## src/rtl/channel.sv

```systemverilog
// Bundled-data handshake channel: re-times a sender request/payload onto a
// receiver port using either a four-phase or a two-phase protocol.
module channel #(
  parameter int unsigned WIDTH       = 32,
  parameter int unsigned HS_PROTOCOL = 0
) (
  input  logic             clk,
  input  logic             reset,
  input  logic             s_req,
  input  logic [WIDTH-1:0] s_data,
  output logic             s_ack,
  output logic             r_req,
  output logic [WIDTH-1:0] r_data,
  input  logic             r_ack,
  output logic             busy,
  output logic [15:0]      xfer_cnt,
  output logic             proto_err
);

  localparam bit TWO_PHASE = (HS_PROTOCOL != 0);

  typedef enum logic [1:0] {
    IDLE = 2'd0,
    SEND = 2'd1,
    ACK  = 2'd2
  } state_t;

  state_t state;
  logic   s_ph;
  logic   r_ph;
  logic   s_req_q;
  logic   r_ack_q;

  logic   req_pending_c;
  logic   start_c;
  logic   done_c;
  logic   err_c;

  // Transition and violation decode; r_ph tracks the receiver's last ack level.
  always_comb begin
    req_pending_c = TWO_PHASE ? (s_req != s_ph) : s_req;
    start_c       = (state == IDLE) && req_pending_c && (TWO_PHASE || !r_ack);
    done_c        = (state == SEND) && (TWO_PHASE ? (r_ack != r_ph) : r_ack);
    err_c         = (state == SEND) && req_pending_c && (s_data != r_data);
    if (!TWO_PHASE) begin
      err_c = err_c
           || ((state == IDLE) && r_ack)
           || ((state == SEND) && s_req_q && !s_req)
           || ((state == SEND) && r_ack_q && !r_ack);
    end
  end

  // Handshake FSM with registered outputs; errors never alter the flow.
  always_ff @(posedge clk or posedge reset) begin
    if (reset) begin
      state     <= IDLE;
      s_ack     <= 1'b0;
      r_req     <= 1'b0;
      r_data    <= '0;
      busy      <= 1'b0;
      xfer_cnt  <= 16'd0;
      proto_err <= 1'b0;
      s_ph      <= 1'b0;
      r_ph      <= 1'b0;
      s_req_q   <= 1'b0;
      r_ack_q   <= 1'b0;
    end else begin
      s_req_q <= s_req;
      r_ack_q <= r_ack;
      if (err_c) begin
        proto_err <= 1'b1;
      end
      case (state)
        IDLE: begin
          if (start_c) begin
            state  <= SEND;
            r_data <= s_data;
            busy   <= 1'b1;
            r_req  <= TWO_PHASE ? ~r_req : 1'b1;
          end
        end
        SEND: begin
          if (done_c) begin
            xfer_cnt <= xfer_cnt + 16'd1;
            if (TWO_PHASE) begin
              s_ack <= ~s_ack;
              s_ph  <= ~s_ph;
              r_ph  <= ~r_ph;
              state <= IDLE;
              busy  <= 1'b0;
            end else begin
              r_req <= 1'b0;
              s_ack <= 1'b1;
              state <= ACK;
            end
          end
        end
        ACK: begin
          if (!s_req && !r_ack) begin
            s_ack <= 1'b0;
            state <= IDLE;
            busy  <= 1'b0;
          end
        end
        default: begin
          state <= IDLE;
          busy  <= 1'b0;
        end
      endcase
    end
  end

endmodule

```

## config.mk

```make
export PLATFORM = sky130hd
export DESIGN_NAME = channel
export DESIGN_NICKNAME = d
export VERILOG_FILES = /design/src/rtl/channel.sv
export SDC_FILE = /design/constraint.sdc
export NUM_CORES = 1
export LEC_CHECK = 0
export BUFFER_PORTS_ARGS = -buffer_cell sky130_fd_sc_hd__buf_2
export CORE_MARGIN = 10
export CORE_UTILIZATION = 50
export CTS_CLUSTER_SIZE = 25
export DETAILED_ROUTE_END_ITERATION = 8
export HOLD_SLACK_MARGIN = 0.05
export PLACE_DENSITY = 0.8
export SYNTH_ARGS = -nofsm -noshare
export SYNTH_HDL_FRONTEND = slang
export SYNTH_SLANG_ARGS = --single-unit
```

## constraint.sdc

```tcl
create_clock -name clk -period 2.5 [get_ports clk]
set_input_delay 0.75 -clock clk [delete_from_list [all_inputs] [get_ports clk]]
set_output_delay 0.75 -clock clk [all_outputs]
set_load 0.005 [all_outputs]
```

==> flow_metrics.py <==
metrics = {
    "yosys": {
        "yosysTopAreaCellShare_pct": 54.1,
        "async_reset_ff_share_pct": 100,
        "ys.warnings.count": 0,
        "syn_area_per_cell_sq_um": 12.8,
        "synthFlopType": "dfrtp_1",
        "ys_ff_latch": 56,
        "yosysTopAreaCell": "dfrtp_1",
        "ys_seq_area_share_pct": 54.1,
        "syn_area_sq_um": 2590,
        "synthCells": 203,
        "synth_area_leaders": "dfrtp_1 54%, xnor2_1 16%, mux2_2 13%",
        "synth.distinct_cells": 27,
        "synthesis.nets": 240,
        "synth_edf_count": 0,
    },
    "critical_path": {
        "crit_chain": "buf_2 -> xnor2_1 -> nand4_1 -> nor4_1 -> a21oi_1 -> or3_1",
        "cp.arrival_ns": 2.05,
        "reg2reg_slack_ns": 0.75,
        "worstSetupPathType": "in2reg",
        "start_kind": "input pin",
        "cpMaxStageDelayCell": "nor4_1",
        "worstPathMaxFanout": 2,
        "critPathMaxStageDelay_ns": 0.43,
        "endpoint_kind": "flop",
        "cp.required_ns": 2.68,
    },
    "route": {
        "vias": 1806,
        "first_pass_iters": 4,
        "drtIter0Drc": 33,
        "wl_per_cell_um": 15.2,
        "route.detailed.drc": 0,
        "routed_wl_mm": 5.53,
        "ant_nets": 0,
        "viasPerCell": 4.98,
    },
    "status": {
        "status": "complete, no violations",
    },
    "layout": {
        "nets": 329,
        "fin_area_sq_um": 3180,
        "fin_util_pct": 62.7,
        "fill_cells": 418,
        "n_antenna_cell": 0,
        "syn_to_final_growth_pct": 22.8,
        "drive_above_1_share_pct": 44.0,
    },
    "place": {
        "gp_congestion": 0.767,
        "placedInstanceArea_sq_um": 3090,
        "dpl.hpwl_mm": 4.44,
        "pre_cts_ws_ns": 0.337,
        "portBuffers": 87,
    },
    "global_routing": {
        "antenna_found_initial": 0,
        "grt_pass1_wl_mm": 9.28,
        "grtUsageTotal_pct": 13.2,
        "grt_max_degree": 34,
        "first_global_vias": 1872,
        "overflow": 0,
    },
    "job": {
        "max_cap_viol_count": 0,
    },
    "sta": {
        "setup_violations": 0,
        "rsz0062_at_grt": "false",
        "layout_min_cycle_time_ns": 1.88,
        "maxSlewHeadroom_pct": 65.6,
        "drv_slew": 0,
        "finalHoldViolCount": 0,
        "fin_crit_sh_pct": 75.0,
        "worst_slack_ns": 0.625,
        "fmax_ghz": 0.533,
        "whs_ns": 0.471,
        "worstMarginPinSlew_ns": 0.515,
        "clock_skew_ns": 0.00428,
        "tns_ns": 0,
    },
    "die": {
        "core-area_sq_um": 5070,
        "initial_core_util_pct": 51.0,
        "fp.dieH_um": 92.0,
        "die_area_sq_um": 8460,
        "rows": 26,
        "fp.dieW_um": 92.0,
        "ios": 88,
    },
    "clock_tree": {
        "root_buffer": "clkbuf_8",
        "cts.sinks": 56,
        "clk_pin_slew_ns": 0.09,
        "postCtsHoldBufs": 0,
        "cts_tree": "built",
        "clock_path_buffers": 2,
        "cts_setup_buffers": 0,
        "h-tree-depth": 2,
        "insertion_delay_ns": 0.29,
        "cts_buffers": 5,
        "cts_resized": 0,
    },
    "pwr": {
        "switching_share_pct": 30.5,
        "seq_power_share_pct": 51.0,
        "leakage_nw": 1.46,
        "p_int_mw": 1.84,
        "clockPowerShare_pct": 18.4,
        "power_density_nw_per_um2": 832,
        "switching_power_mw": 0.808,
        "pwr-share-comb_pct": 30.6,
        "ir_drop_uv": 503,
    },
    "min_path": {
        "hold_path_class": "reg2reg",
    },
}
synthesized netlist by cell type (2+ instances only):
cell / instances
a21oi_1: 4
and3_1: 2
and4_1: 3
buf_2: 2
buf_6: 4
dfrtp_1: 56
mux2_1: 2
mux2_2: 30
nand2_1: 15
nand2b_1: 2
nand3_1: 4
nand4_1: 11
nor2_1: 7
nor2_4: 2
nor4_1: 2
xnor2_1: 46
state kept, by name (all words and copies together) (netlist names):
name and count:
s_ack 1, r_req 1, state 2, busy 1
proto_err 1, xfer_cnt 16, r_data 32, s_req_q 1
r_ack_q 1
placed cells by master (no fill, tap or decap), drive strengths merged:
| cell type | n |
|---|---|
| buf | 89 |
| dfrtp | 56 |
| xnor2 | 46 |
| mux2 | 32 |
| nand2 | 15 |
| nand4 | 11 |
| nor2 | 9 |
| clkbuf | 8 |
| a21oi | 4 |
| nand3 | 4 |
| and4 | 3 |
| nor4 | 2 |
| nand2b | 2 |
| and3 | 2 |
| nand3b | 2 |
| a311oi | 1 |
| or3 | 1 |
| o21ai | 1 |
| o31ai | 1 |
| nor3 | 1 |
| inv | 1 |
| xor2 | 1 |
| ha | 1 |
metrics by stage:
step                      instances  power (mW)
after CTS                       363        2.69
after detailed placement        355        2.20
after global placement          355        2.16
after floorplan                 203        1.82
final                           363        2.65
after global routing            363        2.85
critical path, delay by kind of cell:
kind / cells / cell delay [ns]
simple gates: 3 / 0.92
compound gates: 1 / 0.14
xor+xnor: 1 / 0.13
buf+inv: 1 / 0.11
cell families (layout without fill, tap and decap cells):
logic type,count (synthesis),after routing,share of synthesized area (%)
XOR/XNOR,47,47,15.9
buffers and inverters,8,98,2.56
adder cells (fa/ha/maj),1,1,0.483
flip-flops,56,56,54.1
multiplexers,32,32,13.9
AO/OA/AOI/OAI,7,7,1.59
AND/OR/NAND/NOR,52,52,11.4
path summary, 6_finish.rpt:
| check | start | to | cells past startpoint |
|---|---|---|---|
| max in group asynchronous | reset | s_ack | 3 |
| worst max register to register | r_data[21] | proto_err | 5 |
| worst max-delay path | s_data[21] | proto_err | 6 |
| min in group asynchronous | reset | xfer_cnt[1] | 2 |
| worst min register to register | xfer_cnt[15] | xfer_cnt[15] | 1 |
| worst min-delay path | xfer_cnt[15] | xfer_cnt[15] | 1 |
metal layers:
metal / track usage, % / up-vias / share of wire, %
met4: 4.11 / 0 / 1.9
met1: 16.7 / 847 / 45
met5: 0 / - / 0
met3: 6.52 / 11 / 11
met2: 19.1 / 71 / 43
li1: - / 877 / -
area by class of cell:
cell class | instances | area, sq um | area share, %
repair buffers | 89 | 475 | 14.9
flip-flops and latches | 56 | 1400 | 44.1
clock buffers | 8 | 90.1 | 2.83
well taps | 70 | 87.6 | 2.75
multi-input cells | 139 | 1120 | 35.3
inverters | 1 | 3.75 | 0.118
power groups by stage:
stage	clock, mW	sequential, mW	combinational (mW)
4_1_cts	0.504	1.35	0.833
3_3_place_gp	0	1.35	0.806
5_1_grt	0.546	1.39	0.910
6_report	0.486	1.35	0.810
2_1_floorplan	0	1.35	0.470
3_5_place_dp	0	1.37	0.832
(Power assumes the default switching activity.)
